`config.mk`:
```
export PLATFORM = sky130hd
export DESIGN_NAME = intersection_fsm
export DESIGN_NICKNAME = d
export VERILOG_FILES = /design/src/rtl/intersection_pkg.sv /design/src/rtl/phase_timer.sv /design/src/rtl/intersection_fsm.sv
export SDC_FILE = /design/constraint.sdc
export NUM_CORES = 1
export LEC_CHECK = 0
export CELL_PAD_IN_SITES_DETAIL_PLACEMENT = 1
export CELL_PAD_IN_SITES_GLOBAL_PLACEMENT = 2
export CORE_MARGIN = 2
export CORE_UTILIZATION = 28
export CTS_BUF_LIST = sky130_fd_sc_hd__clkbuf_8
export DETAILED_ROUTE_END_ITERATION = 12
export GPL_TIMING_DRIVEN = 0
export HOLD_SLACK_MARGIN = 0.06
export PLACE_DENSITY_LB_ADDON = 0.2
export RECOVER_POWER = 100
export SLEW_MARGIN = 0
export SYNTH_ARGS = -nofsm -noshare
export SYNTH_HDL_FRONTEND = slang
export SYNTH_SLANG_ARGS = --single-unit
```
`constraint.sdc`:
```
create_clock -name clk -period 2.55 [get_ports clk]
set_input_delay 0.3825 -clock clk [delete_from_list [all_inputs] [get_ports clk]]
set_output_delay 0.3825 -clock clk [all_outputs]
set_load 0.02 [all_outputs]
```
`src/rtl/intersection_pkg.sv`:
```
// intersection_pkg: shared state codes, lamp bundle and default phase
// durations for the two-road intersection controller and its bench.
package intersection_pkg;

   localparam logic [3:0] S_OFF       = 4'd0;
   localparam logic [3:0] S_NS_GREEN  = 4'd1;
   localparam logic [3:0] S_NS_YELLOW = 4'd2;
   localparam logic [3:0] S_ALLRED1   = 4'd3;
   localparam logic [3:0] S_EW_GREEN  = 4'd4;
   localparam logic [3:0] S_EW_YELLOW = 4'd5;
   localparam logic [3:0] S_ALLRED2   = 4'd6;
   localparam logic [3:0] S_PED_WALK  = 4'd7;
   localparam logic [3:0] S_FLASH     = 4'd8;

   localparam int T_GREEN_DEF    = 30;
   localparam int T_YELLOW_DEF   = 10;
   localparam int T_ALLRED_DEF   = 3;
   localparam int T_PED_DEF      = 20;
   localparam int FLASH_HALF_DEF = 5;
   localparam int TW_DEF         = 8;

   typedef struct packed {
      logic red;
      logic yellow;
      logic green;
   } lamp_t;

endpackage

```
`src/rtl/phase_timer.sv`:
```
// phase_timer: TW-bit up counter with synchronous clear and a
// terminal-count flag (tc = count == tc_val). Ports: clk, rst, clr, tc_val, tc.
module phase_timer
   import intersection_pkg::*;
#(
   parameter int TW = TW_DEF
) (
   input  logic          clk,
   input  logic          rst,
   input  logic          clr,
   input  logic [TW-1:0] tc_val,
   output logic          tc
);

   logic [TW-1:0] count_q;
   logic [TW-1:0] count_d;

   always_comb begin
      count_d = clr ? '0 : count_q + 1'b1;
   end

   always_ff @(posedge clk) begin
      if (rst) begin
         count_q <= '0;
      end else begin
         count_q <= count_d;
      end
   end

   assign tc = (count_q == tc_val);

endmodule

```
`src/rtl/intersection_fsm.sv`:
```
// intersection_fsm: NS/EW intersection controller with all-red clearance,
// latched pedestrian walk phase and flashing-yellow mode.
// Ports: clk, rst, enable, flash_mode, ped_req -> NS/EW lamps, walk,
// ped_pending, state_out (debug state code).
module intersection_fsm
   import intersection_pkg::*;
#(
   parameter int T_GREEN    = T_GREEN_DEF,
   parameter int T_YELLOW   = T_YELLOW_DEF,
   parameter int T_ALLRED   = T_ALLRED_DEF,
   parameter int T_PED      = T_PED_DEF,
   parameter int FLASH_HALF = FLASH_HALF_DEF,
   parameter int TW         = TW_DEF
) (
   input  logic       clk,
   input  logic       rst,
   input  logic       enable,
   input  logic       flash_mode,
   input  logic       ped_req,
   output logic       ns_red,
   output logic       ns_yellow,
   output logic       ns_green,
   output logic       ew_red,
   output logic       ew_yellow,
   output logic       ew_green,
   output logic       walk,
   output logic       ped_pending,
   output logic [3:0] state_out
);

   logic [3:0]    state_q;
   logic [3:0]    state_d;
   logic          ped_pending_q;
   logic          ped_pending_d;
   logic          blink_q;
   logic          blink_d;
   logic [TW-1:0] tc_val;
   logic          tc;
   logic          timer_clr;
   logic          ped_set;
   logic          ped_clr;
   lamp_t         ns_l;
   lamp_t         ew_l;

   // Terminal count for the current phase; exit happens when timer == T-1.
   always_comb begin
      tc_val = '0;
      case (state_q)
         S_NS_GREEN,  S_EW_GREEN:  tc_val = TW'(T_GREEN - 1);
         S_NS_YELLOW, S_EW_YELLOW: tc_val = TW'(T_YELLOW - 1);
         S_ALLRED1,   S_ALLRED2:   tc_val = TW'(T_ALLRED - 1);
         S_PED_WALK:               tc_val = TW'(T_PED - 1);
         S_FLASH:                  tc_val = TW'(FLASH_HALF - 1);
         default:                  tc_val = '0;
      endcase
   end

   // In FLASH the timer wraps at each blink toggle.
   assign timer_clr = !enable
                    || (state_d != state_q)
                    || ((state_q == S_FLASH) && tc);

   phase_timer #(
      .TW(TW)
   ) u_timer (
      .clk    (clk),
      .rst    (rst),
      .clr    (timer_clr),
      .tc_val (tc_val),
      .tc     (tc)
   );

   always_ff @(posedge clk) begin
      if (rst) begin
         state_q       <= S_OFF;
         ped_pending_q <= 1'b0;
         blink_q       <= 1'b0;
      end else begin
         state_q       <= state_d;
         ped_pending_q <= ped_pending_d;
         blink_q       <= blink_d;
      end
   end

   always_comb begin
      state_d = state_q;
      if (state_q > S_FLASH) begin
         state_d = S_OFF;
      end else if (!enable) begin
         state_d = S_OFF;
      end else if (flash_mode) begin
         state_d = S_FLASH;
      end else begin
         case (state_q)
            S_OFF, S_FLASH: state_d = S_ALLRED2;
            S_NS_GREEN:     if (tc) state_d = S_NS_YELLOW;
            S_NS_YELLOW:    if (tc) state_d = S_ALLRED1;
            S_ALLRED1:      if (tc) state_d = S_EW_GREEN;
            S_EW_GREEN:     if (tc) state_d = S_EW_YELLOW;
            S_EW_YELLOW:    if (tc) state_d = S_ALLRED2;
            S_ALLRED2:
               if (tc) state_d = ped_pending_q ? S_PED_WALK : S_NS_GREEN;
            S_PED_WALK:     if (tc) state_d = S_NS_GREEN;
            default:        state_d = S_OFF;
         endcase
      end

      // Clear beats set so a press during the walk entry is not kept.
      ped_set = ped_req
              && !(state_q inside {S_OFF, S_FLASH, S_PED_WALK});
      ped_clr = !enable
              || ((state_d == S_PED_WALK) && (state_q != S_PED_WALK));
      ped_pending_d = ped_clr ? 1'b0 : (ped_pending_q | ped_set);

      blink_d = blink_q;
      if (state_d == S_FLASH) begin
         if (state_q != S_FLASH) begin
            blink_d = 1'b1;
         end else if (tc) begin
            blink_d = ~blink_q;
         end
      end
   end

   always_comb begin
      ns_l = '0;
      ew_l = '0;
      walk = 1'b0;
      case (state_q)
         S_NS_GREEN: begin
            ns_l.green = 1'b1;
            ew_l.red   = 1'b1;
         end
         S_NS_YELLOW: begin
            ns_l.yellow = 1'b1;
            ew_l.red    = 1'b1;
         end
         S_EW_GREEN: begin
            ew_l.green = 1'b1;
            ns_l.red   = 1'b1;
         end
         S_EW_YELLOW: begin
            ew_l.yellow = 1'b1;
            ns_l.red    = 1'b1;
         end
         S_ALLRED1, S_ALLRED2: begin
            ns_l.red = 1'b1;
            ew_l.red = 1'b1;
         end
         S_PED_WALK: begin
            ns_l.red = 1'b1;
            ew_l.red = 1'b1;
            walk     = 1'b1;
         end
         S_FLASH: begin
            ns_l.yellow = blink_q;
            ew_l.yellow = blink_q;
         end
         default: begin
            ns_l = '0;
            ew_l = '0;
         end
      endcase
   end

   assign ns_red      = ns_l.red;
   assign ns_yellow   = ns_l.yellow;
   assign ns_green    = ns_l.green;
   assign ew_red      = ew_l.red;
   assign ew_yellow   = ew_l.yellow;
   assign ew_green    = ew_l.green;
   assign ped_pending = ped_pending_q;
   assign state_out   = state_q;

endmodule

```
# Yosys cells after proc, flatten, opt, wreduce, memory -nomap -nowiden
# Memories as Yosys holds them, arrays and structs flattened. A register that Yosys moved wholly into a read port is not among the register bits.
# Cells that the tools add are included.
[op_classes]
n_addsub = 1
n_lt_le_gt_ge = 1
n_eq_ne = 14
mux = 22
bitwise_logic = 2
n_reduce_logical = 17
[ops]
columns = ["cell", "n"]
rows = [
  ["two-way mux 4 bit", 11],
  ["one-hot mux 4 bit (8 select lines)", 1],
  ["== test 4 x 3 -> 1 bit (second input constant)", 5],
  ["OR reduction 5 bit", 2],
  ["adder 8 x 1 -> 8 bit (second input constant)", 1],
  ["== test 4 x 2 -> 1 bit (second input constant)", 2],
  ["== test 4 bit (second input constant)", 2],
  ["== test 8 bit", 1],
  ["two-way mux 1 bit", 7],
  ["OR reduction 2 bit", 3],
  ["== test 4 x 1 -> 1 bit (second input constant)", 1],
  ["> comparator 4 bit (second input constant)", 1],
  ["logical NOT 4 bit", 1],
  ["!= test 4 x 3 -> 1 bit (second input constant)", 1],
  ["!= test 4 bit", 1],
  ["!= test 4 bit (second input constant)", 1],
  ["one-hot mux 1 bit (2 select lines)", 2],
  ["logical AND 1 bit", 3],
  ["logical OR 1 bit", 3],
  ["two-way mux 3 bit", 1],
  ["nonzero test 3 bit", 1],
  ["logical NOT 1 bit", 2],
  ["AND reduction 2 bit", 1],
  ["nonzero test 2 bit", 1],
  ["other kinds (2)", 2],
]
[word_totals]
register_bits = 14
romBits = 80
inputBits = 5
out_inout_bits = 12
n_memories = 1
[mem_list]
columns = ["name", "depth", "width", "read_ports", "rd_clocked_by_memory_dff", "wr", "line_no", "rtl"]
rows = [
  ["(no name shown)", 16, 5, 1, 1, 0, "intersection_fsm.sv:48", "case (state_q)"],
]

# Longest topological paths before layout
[logic_depth]
word_depth = 10
depth_mapped = 9
depth_no_buf = 8

# Cells and area by module
# Synthesis repeated with hierarchy kept, for this count alone.
[hier_totals]
cells_unflattened = 149
area_unflattened_um2 = 1241.2
[modules_own_cells]
columns = ["mod", "n_inst", "cells_each", "area_per_inst_um2"]
rows = [
  ["intersection_fsm", 1, 102, 835.8],
  ["phase_timer", 1, 47, 405.4],
]

# Worst setup path after synthesis
# No wires, ideal clock.
[synth_path]
path_kind = "reg-to-reg"
start = "register u_timer.count_q[5]"
end = "register tc_val[0] (netlist name)"
setup_time_ns = 0.123
arrival_time_ns = 1.913
path_slack_ns = 0.514
stages_incl_launch_ff = 9
n_path_buf = 0
cell_sequence = "dfxtp_1 -> nor3_1 -> and4_1 -> nand2_1 -> or3_1 -> a31o_1 -> ha_1 -> nand2_1 -> mux2i_1"
[synth_between]
elab_chain_cells = 7
word_cells_on_any_way = 13
cone_classes = "eq/ne (1); mux (12)"
[synth_lines]
columns = ["item", "line_no", "rtl"]
rows = [
  ["from (decl)", "phase_timer.sv:15", "logic [TW-1:0] count_q;"],
  ["from (signal assigned)", "phase_timer.sv:26", "count_q <= count_d;"],
  ["== test 8 bit (*)", "phase_timer.sv:30", "assign tc = (count_q == tc_val);"],
  ["two-way mux 4 bit, or another cell as far along", "intersection_fsm.sv:103", "S_PED_WALK: if (tc) state_d = S_NS_GREEN;"],
  ["one-hot mux 4 bit (8 select lines) (*)", "intersection_fsm.sv:94", "case (state_q)"],
  ["two-way mux 4 bit (*)", "intersection_fsm.sv:91", "end else if (flash_mode) begin"],
  ["two-way mux 4 bit (*)", "intersection_fsm.sv:89", "end else if (!enable) begin"],
  ["two-way mux 4 bit (*)", "intersection_fsm.sv:87", "if (state_q > S_FLASH) begin"],
  ["two-way mux 4 bit (no source line) (*)", "n/a", ""],
]
# Every way passes the cells marked *; elsewhere a longest branch is shown, timed or not.
# A chain may end at the register's enable or synchronous reset.

# Worst setup path in the final report
[layout_path]
start = "input enable"
end = "register tc_val[0] (netlist name)"
[layout_between]
elab_chain_cells = 3
[layout_lines]
columns = ["item", "line_no", "rtl"]
rows = [
  ["from (decl)", "intersection_fsm.sv:17", "input logic enable,"],
  ["two-way mux 4 bit", "intersection_fsm.sv:89", ""],
  ["two-way mux 4 bit", "intersection_fsm.sv:87", ""],
  ["two-way mux 4 bit (no source line)", "n/a", ""],
]
# Every way passes these cells.

==> key figures <==
Die
  • Height of the die: 71.6 um
  • Core area: 0.00438 sq mm
  • Die W: 71.6 um
  • Die area: 0.00512 sq mm
  • Core Rows: 24
  • Boundary Pins: 17
  • Starting Density: 29.2%

Pwr
  • Final total power: 0.737 mW
  • VDD IR max: 291 uV
  • Leak pwr: 0.596 nW
  • Net switching power figure: 0.240 mW
  • Pwr/cell area: 470 mW/mm^2
  • Net Sw Frac: 32.6%
  • Seq pwr share: 43.8%
  • Clock power frac: between 20 and 30%
  • Internal power: a little under 0.5 mW
  • Combinational share of power: 27.6%

Placement
  • Cell total after placement: 223
  • HPWL Detailed: just under 3000 um
  • Port buffer count: 16
  • Placer congestion estimate: 0.826
  • Placed cell area: ~0.0015 sq mm

Final layout
  • Final instance area: 0.00157 sq mm
  • Ant diodes: 0
  • Fin cells: 228
  • Fraction of layout cells with a size suffix above 1: 11.4%
  • Nets: 187
  • Area grow syn2layout: 22.8%

Routing
  • Vias per cell: 5.40
  • DRC viols: 0
  • Vias: 1231
  • DR pass1 iterations: 4
  • WL/cell: between 15 and 20 um
  • Post-route ant nets: 0
  • Routed WL: 3790 um
  • Drt initial violations: 78

Yosys
  • Area leader, netlist: dfxtp_1
  • Mux cell area share after synthesis: 4.11%
  • Library cells used by synthesis: 48
  • Number of synthesized flops with an enable pin: 0
  • Synth top area cells: dfxtp_1, ha_1, xor2_1, a211oi_1, nand2_1
  • Synth Net Count: 165
  • Post-synth top cells: dfxtp_1, nand2_1, nor2_1
  • Post-Synth Simple-Gate Area: 25.0%
  • Sequential share of the synthesized area: 29.7%
  • Complex-gate fraction of the synthesized area: between 20% and 30%
  • Top cell type's share of synthesized area: 29.7%
  • Most frequent cell after synthesis: dfxtp_1
  • Post-Synthesis Cells: 155
  • Seq cells post-synth: 19
  • Async SR Flop Fraction: 0%
  • Yosys warnings: 0
  • Synth Area in Adders: 4.89%
  • Ys flop type: dfxtp_1
  • Main combinational cell family by area after synthesis: simple AND/OR/NAND/NOR gates
  • Syn Area/Cell: 8.25 sq um
  • Post-synthesis xor/xnor area fraction: 7.53%
  • Mapped Area: roughly 0.0013 sq mm

CTS
  • Clock root buffer: clkbuf_8
  • CTS buffer count: 3
  • CTS tree: yes
  • Worst-skew pair later-pin latency: 260 ps
  • Clock Pin Slew Worst Setup and Hold Paths: 80 ps
  • CTS sink count: 19
  • CTS max path bufs: 2
  • CTS H-Tree Depth: 1

GRT
  • Initial antenna violation count: 0
  • Met3 Use GR: about 2.1%
  • Met2 Track Usage GR: 23.4%
  • Vias in the first global route: 1213
  • First-pass GRT wire length: 6160 um
  • Global-route met1 utilization: 23.4%
  • Largest net degree at the start of global routing: 13
  • GR peak layer: met1
  • All-Layer GR Usage: roughly 15%
  • Total gr overflow: 0

Setup path
  • Setup crit end kind: register
  • CP startpoint kind: primary input
  • Crit path max-delay cell type: dlygate4sd3_1
  • Critical Path RT: 2730 ps
  • CP top delay family: simple AND/OR/NAND/NOR gates
  • Crit-path cells: dlygate4sd3_1 -> or3b_1 -> nor4_2 -> a22oi_1 -> nand2_1 -> nand2b_1 -> ha_1 -> nand2_1 -> mux2i_1
  • Buffers & Inverters on Critical Path: 1
  • Most used cell, CP: nand2_1
  • CP peak stage delay: 620 ps
  • Critical path class: in2reg
  • Critical path data arrival time: 2640 ps
  • Critical Path Fanout Max: 5

STA
  • RSZ-0062 raised after global routing: yes
  • Post-route minimum period: 2460 ps
  • Final Cycle Share: 96.5%
  • Skew final: 6.03 ps
  • Slew headroom: roughly 53%
  • Achievable frequency: 406 MHz
  • Worst slew pin tran: 706 ps
  • Final Hold Viols: 0
  • Setup violations, final: 0
  • Max-slew violations: 0

Run status
  • Status: finished clean

Run
  • Maxcap violations: 0

Min path
  • Tightest Hold Check Type: reg2reg
==> tightest hold or removal path, cell delays in order, from the launching register on <==
cell     delay [ps]
dfxtp_1         320
o21ai_0         160
a31oi_1          40
==> cells in the final DEF, fill, tap and decap left out, drive strengths merged, types with 2 or more instances in the layout <==
cell / instances
a21oi: 8
xor2: 7
o21ai: 3
inv: 6
nor2b: 2
mux2: 2
nand3b: 2
nand2b: 5
nand3: 9
nor3: 4
dlygate4sd3: 5
and3: 2
dfxtp: 19
nor2: 11
ha: 5
clkdlybuf4s50: 11
mux2i: 3
nand2: 15
a31oi: 6
a211oi: 8
nor4: 2
o31ai: 4
buf: 4
or3: 2
clkbuf: 8
xnor2: 4
or2: 2
==> area by class of cell <==
type	count	area, sq um
flip-flops and latches	19	382
multi-input cells	122	836
plain buffers	7	43.8
clock buffers	3	41.3
well taps	52	65.1
repair buffers	18	175
clock inverters	1	5.00
fillers	527	2810
inverters	6	22.5
==> metal layers <==
layer  up-vias  wire length [um]
met5         -                 0
met2        26              1660
met3         2               176
met1       601              1930
met4         0                19
li1        602                 -
==> cells by family (layout without fill, tap and decap cells) <==
kind of cell    Yosys count  in the layout
simple gates             61             61
compound gates           40             40
flops                    19             19
buf+inv                  14             35
xor+xnor                 11             11
fa+ha+maj                 5              5
mux                       5              5
==> power by group through the flow <==
stage / Clock [mW] / Combinational [mW] / Sequential (mW)
finish: 0.211 / 0.203 / 0.323
global placement: 0 / 0.192 / 0.328
floorplan: 0 / 0.129 / 0.328
detailed placement: 0 / 0.196 / 0.329
CTS: 0.216 / 0.196 / 0.323
global route: 0.233 / 0.221 / 0.324
==> through the flow <==
stage / worst slack, ps / utilization (%) / TNS (ps) / hold WS, ps
2_1_floorplan: 514 / - / 0 / 455
3_3_place_gp: -23.5 / 34.3 / -68.1 / 537
3_5_place_dp: -111 / 34.3 / -283 / 555
4_1_cts: 17.4 / 35.3 / 0 / 567
5_1_grt: -23.0 / 35.8 / -25.3 / 603
6_report: 88.4 / 35.8 / 0 / 564
==> registers in the layout (all words and copies together), names as in the netlist <==
name,count
blink_q,1
u_timer.count_q,8
tc_val,5
ped_pending,1
state_out,4
==> worst paths after layout <==
path | end | slack [ps] | start | cells after the start
max | tc_val[0]$_SDFF_PN0_ | 90 | enable | 9
min | ped_pending$_SDFF_PP0_ | 560 | ped_pending$_SDFF_PP0_ | 2
max reg2reg | tc_val[0]$_SDFF_PN0_ | 140 | u_timer.count_q[0]$_SDFF_PP0_ | 9
min reg2reg | ped_pending$_SDFF_PP0_ | 560 | ped_pending$_SDFF_PP0_ | 2
==> repair_timing <==
action	in CTS	in global routing
setup buffers	0	2
pin swaps	0	1
setup endpoints to repair	4	8
hold buffers	0	0
gates resized for setup	1	5
Note: power is estimated with default switching activity, not from simulation.
